File: src/rtl/mmio_bus_ctrl.sv
// MMIO bus controller: splits CPU data accesses between DMEM and six
// memory-mapped peripheral slots, posts peripheral writes, stalls the CPU
// on peripheral reads, bounds every peripheral wait with a timeout and
// exposes sticky error bits through a status register at offset 0x8F0.
module mmio_bus_ctrl #(
   parameter int unsigned TIMEOUT = 16
) (
   input  logic        clk,
   input  logic        rst,
   input  logic [31:0] cpu_addr,
   input  logic [31:0] cpu_wdata,
   input  logic        cpu_we,
   input  logic        cpu_re,
   output logic        stall,
   output logic [31:0] cpu_rdata,
   output logic        dmem_we,
   output logic [5:0]  per_req,
   output logic        per_we,
   output logic [31:0] per_wdata,
   input  logic [5:0]  per_ack,
   input  logic [31:0] per_rdata
);

   localparam logic [1:0] S_IDLE    = 2'd0;
   localparam logic [1:0] S_WR_BUSY = 2'd1;
   localparam logic [1:0] S_RD_BUSY = 2'd2;
   localparam logic [1:0] S_RD_DONE = 2'd3;

   // Last counter value before a transaction is abandoned.
   localparam logic [7:0] TMO_LAST = 8'(TIMEOUT - 1);

   logic [1:0]  state;
   logic [2:0]  slot_q;
   logic [31:0] wdata_q;
   logic [31:0] rdata_q;
   logic [7:0]  cnt_q;
   logic [5:0]  per_req_q;
   logic        unmapped_err;
   logic        timeout_err;

   logic [11:0] off;
   logic        hi;
   logic        acc;
   logic        slot_hit;
   logic [2:0]  slot_dec;
   logic        is_status;
   logic        per_acc;
   logic        unm_acc;
   logic        stat_rd;
   logic        stat_wr;
   logic        busy;
   logic        act_ack;
   logic        tmo_hit;
   logic        stall_c;
   logic        unused_addr;

   // Only the low 12 address bits take part in decoding.
   assign unused_addr = ^cpu_addr[31:12];

   assign off       = cpu_addr[11:0];
   assign hi        = cpu_addr[11];
   assign acc       = cpu_we | cpu_re;
   assign is_status = (off == 12'h8F0);

   // Peripheral slot decode from the page offset.
   always_comb begin
      slot_hit = 1'b1;
      slot_dec = 3'd0;
      case (off)
         12'h800: slot_dec = 3'd0;
         12'h804: slot_dec = 3'd1;
         12'h814: slot_dec = 3'd2;
         12'h81C: slot_dec = 3'd3;
         12'h82C: slot_dec = 3'd4;
         12'h830: slot_dec = 3'd5;
         default: slot_hit = 1'b0;
      endcase
   end

   // A write strobe always wins over a read strobe.
   assign per_acc = hi & slot_hit & acc;
   assign unm_acc = hi & ~slot_hit & ~is_status & acc;
   assign stat_rd = hi & is_status & cpu_re & ~cpu_we;
   assign stat_wr = hi & is_status & cpu_we;

   assign busy    = (state == S_WR_BUSY) | (state == S_RD_BUSY);
   assign act_ack = per_ack[slot_q];
   assign tmo_hit = (cnt_q == TMO_LAST) & ~act_ack;

   // DMEM writes bypass the controller entirely.
   assign dmem_we = ~hi & cpu_we;

   // Stall: reads wait for their data, new peripheral accesses wait for a
   // posted write to drain; DMEM and status accesses never wait.
   always_comb begin
      stall_c = 1'b0;
      case (state)
         S_IDLE:    stall_c = per_acc & ~cpu_we;
         S_WR_BUSY: stall_c = per_acc;
         S_RD_BUSY: stall_c = 1'b1;
         S_RD_DONE: stall_c = 1'b0;
      endcase
   end

   assign stall = stall_c & ~rst;

   // Transaction FSM with latched slot, data and wait counter.
   always_ff @(posedge clk) begin
      if (rst) begin
         state     <= S_IDLE;
         slot_q    <= 3'd0;
         wdata_q   <= 32'd0;
         rdata_q   <= 32'd0;
         cnt_q     <= 8'd0;
         per_req_q <= 6'd0;
      end else begin
         case (state)
            S_IDLE: begin
               if (per_acc) begin
                  state     <= cpu_we ? S_WR_BUSY : S_RD_BUSY;
                  slot_q    <= slot_dec;
                  wdata_q   <= cpu_wdata;
                  cnt_q     <= 8'd0;
                  per_req_q <= 6'(1) << slot_dec;
               end
            end
            S_WR_BUSY: begin
               if (act_ack || tmo_hit) begin
                  state     <= S_IDLE;
                  per_req_q <= 6'd0;
               end else begin
                  cnt_q <= cnt_q + 8'd1;
               end
            end
            S_RD_BUSY: begin
               if (act_ack) begin
                  state     <= S_RD_DONE;
                  rdata_q   <= per_rdata;
                  per_req_q <= 6'd0;
               end else if (tmo_hit) begin
                  state     <= S_RD_DONE;
                  rdata_q   <= 32'd0;
                  per_req_q <= 6'd0;
               end else begin
                  cnt_q <= cnt_q + 8'd1;
               end
            end
            S_RD_DONE: begin
               state <= S_IDLE;
            end
         endcase
      end
   end

   // Sticky error bits; a coinciding new error beats a status-write clear.
   always_ff @(posedge clk) begin
      if (rst) begin
         unmapped_err <= 1'b0;
         timeout_err  <= 1'b0;
      end else begin
         unmapped_err <= ((stat_wr & ~stall_c) ? 1'b0 : unmapped_err)
                         | (unm_acc & ~stall_c);
         timeout_err  <= ((stat_wr & ~stall_c) ? 1'b0 : timeout_err)
                         | (busy & tmo_hit);
      end
   end

   assign per_req   = rst ? 6'd0 : per_req_q;
   assign per_we    = ~rst & (state == S_WR_BUSY);
   assign per_wdata = (~rst & busy) ? wdata_q : 32'd0;

   // Read return: captured data for the single RD_DONE cycle, else status.
   always_comb begin
      cpu_rdata = 32'd0;
      if (!rst) begin
         if (state == S_RD_DONE)
            cpu_rdata = rdata_q;
         else if (stat_rd)
            cpu_rdata = {30'd0, unmapped_err, timeout_err};
      end
   end

endmodule

File: config.mk
export PLATFORM = sky130hd
export DESIGN_NAME = mmio_bus_ctrl
export DESIGN_NICKNAME = d
export VERILOG_FILES = /design/src/rtl/mmio_bus_ctrl.sv
export SDC_FILE = /design/constraint.sdc
export NUM_CORES = 1
export LEC_CHECK = 0
export CAP_MARGIN = 10
export CELL_PAD_IN_SITES_DETAIL_PLACEMENT = 0
export CELL_PAD_IN_SITES_GLOBAL_PLACEMENT = 1
export CORE_ASPECT_RATIO = 2
export CORE_MARGIN = 2
export CORE_UTILIZATION = 49
export DETAILED_ROUTE_END_ITERATION = 10
export DONT_BUFFER_PORTS = 1
export PLACE_DENSITY = 0.81
export SETUP_SLACK_MARGIN = 0.5
export SLEW_MARGIN = 20
export SYNTH_ARGS = -nofsm -noshare
export SYNTH_HDL_FRONTEND = slang
export SYNTH_SLANG_ARGS = --single-unit
File: constraint.sdc
create_clock -name clk -period 5.2 [get_ports clk]
set_input_delay 0.26 -clock clk [delete_from_list [all_inputs] [get_ports clk]]
set_output_delay 0.26 -clock clk [all_outputs]
set_load 0.01 [all_outputs]
==> results.md <==
* Run status: finished clean
* Worst Hold Depth at 1
* Final HPWL DP at a little under 7000 um
* Die footprint at 9110 sq um
* Cells after Synth at 428
* Number of vias per cell at around 6
* Startpoint types: input port
* Worst r2r path cells at 5
* Clk_lat worst skew at 330 ps
* Initial DRC count at ~110
* Wire per inst at 18.7 um
* Synth cell types at 57
* Site row count at 47
* Crit-path max cell delay at 690 ps
* Worst Max-Slew Pin Slew at 717 ps
* Final ANT Viol Nets at 0
* Largest net degree at the start of global routing at 40
* Die H at 133 um
* Highest Clock Rate at 0.410 GHz
* Slew Limit Fails at 0
* TritonCTS sink count at 85
* Post-route cell area at 4430 sq um
* Cells after DPL at 500
* Initial antenna violation count at 0
* Share of cells above drive strength 1 at 0.0948
* #FFs+latches synth at 85
* Vias in the first global route at 3121
* Top area cells in the synthesized netlist: dfxtp_1 42%, and2_1 9.8%, mux2i_1 9.1%
* Mapped Area at 4080 sq um
* Syn nets at between 500 and 600
* CP Data Required Time at 4940 ps
* Crit-path slowest cell: or4b_2
* Pwr Total at between 1.5 and 2 mW
* P_leak at between 1.5 and 2 nW
* Most common flop cell mapped by yosys: dfxtp_1
* Worst VDD drop at 0.280 mV
* Fin crit period at around 2400 ps
* Core area at just over 8000 sq um
* First-pass GRT wire length at roughly 15000 um
* Setup TNS at 0 ps
* DIE WIDTH at just under 70 um
* Max-cap viol count at 0
* Via Count at 3085
* HP Class: input port to flop
* CP Max Fanout at 3
* Crit path capture type: output pin
* Gr ovfl total at 0
* IO Count at 179
* Final Skew at approximately 4.9 ps
* Most frequent cells in the layout: 85 x dfxtp_1, 64 x and2_1, 43 x nor2_1
* CTS root buf: clkbuf_16
* Placer Congestion at 0.778
* # DRC at 0
* Post-synth top area share at 0.417
* Relative max-transition margin at 0.521
* Crit path DAT at 2180 ps
* Synth async-reset ratio at 0
* Starting Density at 0.499
* Pwr Density at approximately 400 nW/um^2
* Commonest non-fill, non-tap cell in the layout: dfxtp_1
* Synth Warn # at 0
* Drt pass-1 iters at 4
* Clock transition at path regs at about 60 ps
* RSZ-0062 raised after global routing: false
* Fin crit share at 0.469
* Yosys top cell by area: dfxtp_1
* CTS tree: built
* Post_cts resized at 0
* Total Routing Usage GR at 0.218
* Nets at 530
* Layout area overhead at 8.56%
* Crit Path Class: input port to output pin
* Synth Area per Inst at 9.52 sq um
* Antenna cells at 0
* Area after DPL at just over 4000 sq um
* Cell breakdown of the critical path: or4b_2 -> nor4_1 -> and3_1 -> a22oi_1 -> nor2_1
* Htree depth at 3
* Buffers added on ports at 0
* Fin. Hold Viols at 0
* Final std cells w/o fill at 520
* CTS Buffer Depth at 2
* Post-Route WL at 9740 um
* Inserted Clock Buffers at 9
* Final setup fails at 0
* Register area share after synthesis at 0.417
* Post-synth EDFFs at 0
-- through the flow --
stage	hold slack (ps)	setup WS, ps	utilization
global placement	339	2780	0.497
finish	11.9	2760	0.541
detailed placement	340	2700	0.497
floorplan	386	3150	-
global route	3.99	2670	0.541
CTS	0.280	2680	0.540
-- where the power goes --
part / leakage, nW / total (mW) / switching (mW) / internal [mW]
clock: 0.146 / 0.675 / 0.253 / 0.423
sequential: 0.687 / 0.715 / 0.0250 / 0.690
combinational: 1.05 / 0.374 / 0.221 / 0.153
-- registers in the layout, indices dropped and copies added, names as in the netlist --
| register | flops |
|---|---|
| cnt_q | 8 |
| per_req_q | 6 |
| rdata_q | 32 |
| slot_q | 3 |
| state | 2 |
| timeout_err | 1 |
| unmapped_err | 1 |
| wdata_q | 32 |
-- cell type report --
type	instances	area (sq um)
repair buffers	8	70.1
multi-input cells	303	2180
clock buffers	11	233
well taps	98	123
fillers	766	3750
inverters	10	37.5
clock inverters	5	83.8
flip-flops and latches	85	1700
-- kinds of logic (layout without fill, tap and decap cells) --
logic type	after synthesis	after routing	synth area share
buffers and inverters	40	34	0.0528
muxes	42	42	0.105
AOI/OAI and AO/OA	69	69	0.142
and+or+nand+nor	184	184	0.259
DFF	85	85	0.417
adders and majority gates	7	7	0.0215
xor gates and xnor gates	1	1	0.00215
-- cells in the mapped netlist, drive strengths merged, types with 3 or more instances --
| cell | instances |
|---|---|
| nand3 | 8 |
| and3 | 4 |
| nor3b | 4 |
| nor2b | 13 |
| dfxtp | 85 |
| nor3 | 4 |
| nor4 | 6 |
| o21ai | 4 |
| nor2 | 44 |
| mux2 | 5 |
| ha | 7 |
| nand2 | 12 |
| a22o | 32 |
| a21oi | 5 |
| clkbuf | 20 |
| nand4b | 3 |
| and2 | 64 |
| inv | 10 |
| o32ai | 6 |
| buf | 10 |
| nand2b | 5 |
| or3 | 3 |
| a2111oi | 3 |
| or2 | 3 |
| mux2i | 37 |
-- timing repair --
| action | 4_1_cts | 5_1_grt |
|---|---|---|
| endpoints found under the setup margin | 0 | 0 |
| setup buffers | 0 | 0 |
| hold buffers | 3 | 1 |
| endpoints found under the hold margin | 17 | 4 |
-- final timing paths --
check | startpoint | endpoint | slack [ps]
min reg2reg | unmapped_err$_SDFF_PP0_ | unmapped_err$_SDFF_PP0_ | 460
max reg2reg | slot_q[2]$_SDFFE_PP0P_ | cnt_q[0]$_SDFFE_PP0P_ | 2930
max | cpu_addr[9] | cpu_rdata[0] | 2760
min | rst | wdata_q[23]$_SDFFE_PP0P_ | 10
-- critical path, delay by kind of cell --
| kind | cells | cell delay (ps) |
|---|---|---|
| simple gates | 4 | 1840 |
| compound gates | 1 | 70 |
-- routing by layer --
metal	up-vias	GRT usage	routed length (um)
li1	1488	-	-
met1	1476	0.248	3650
met2	100	0.369	5280
met3	21	0.0536	520
met4	0	0.0933	292
met5	-	0	0
Note: power is estimated with default switching activity, not from simulation.
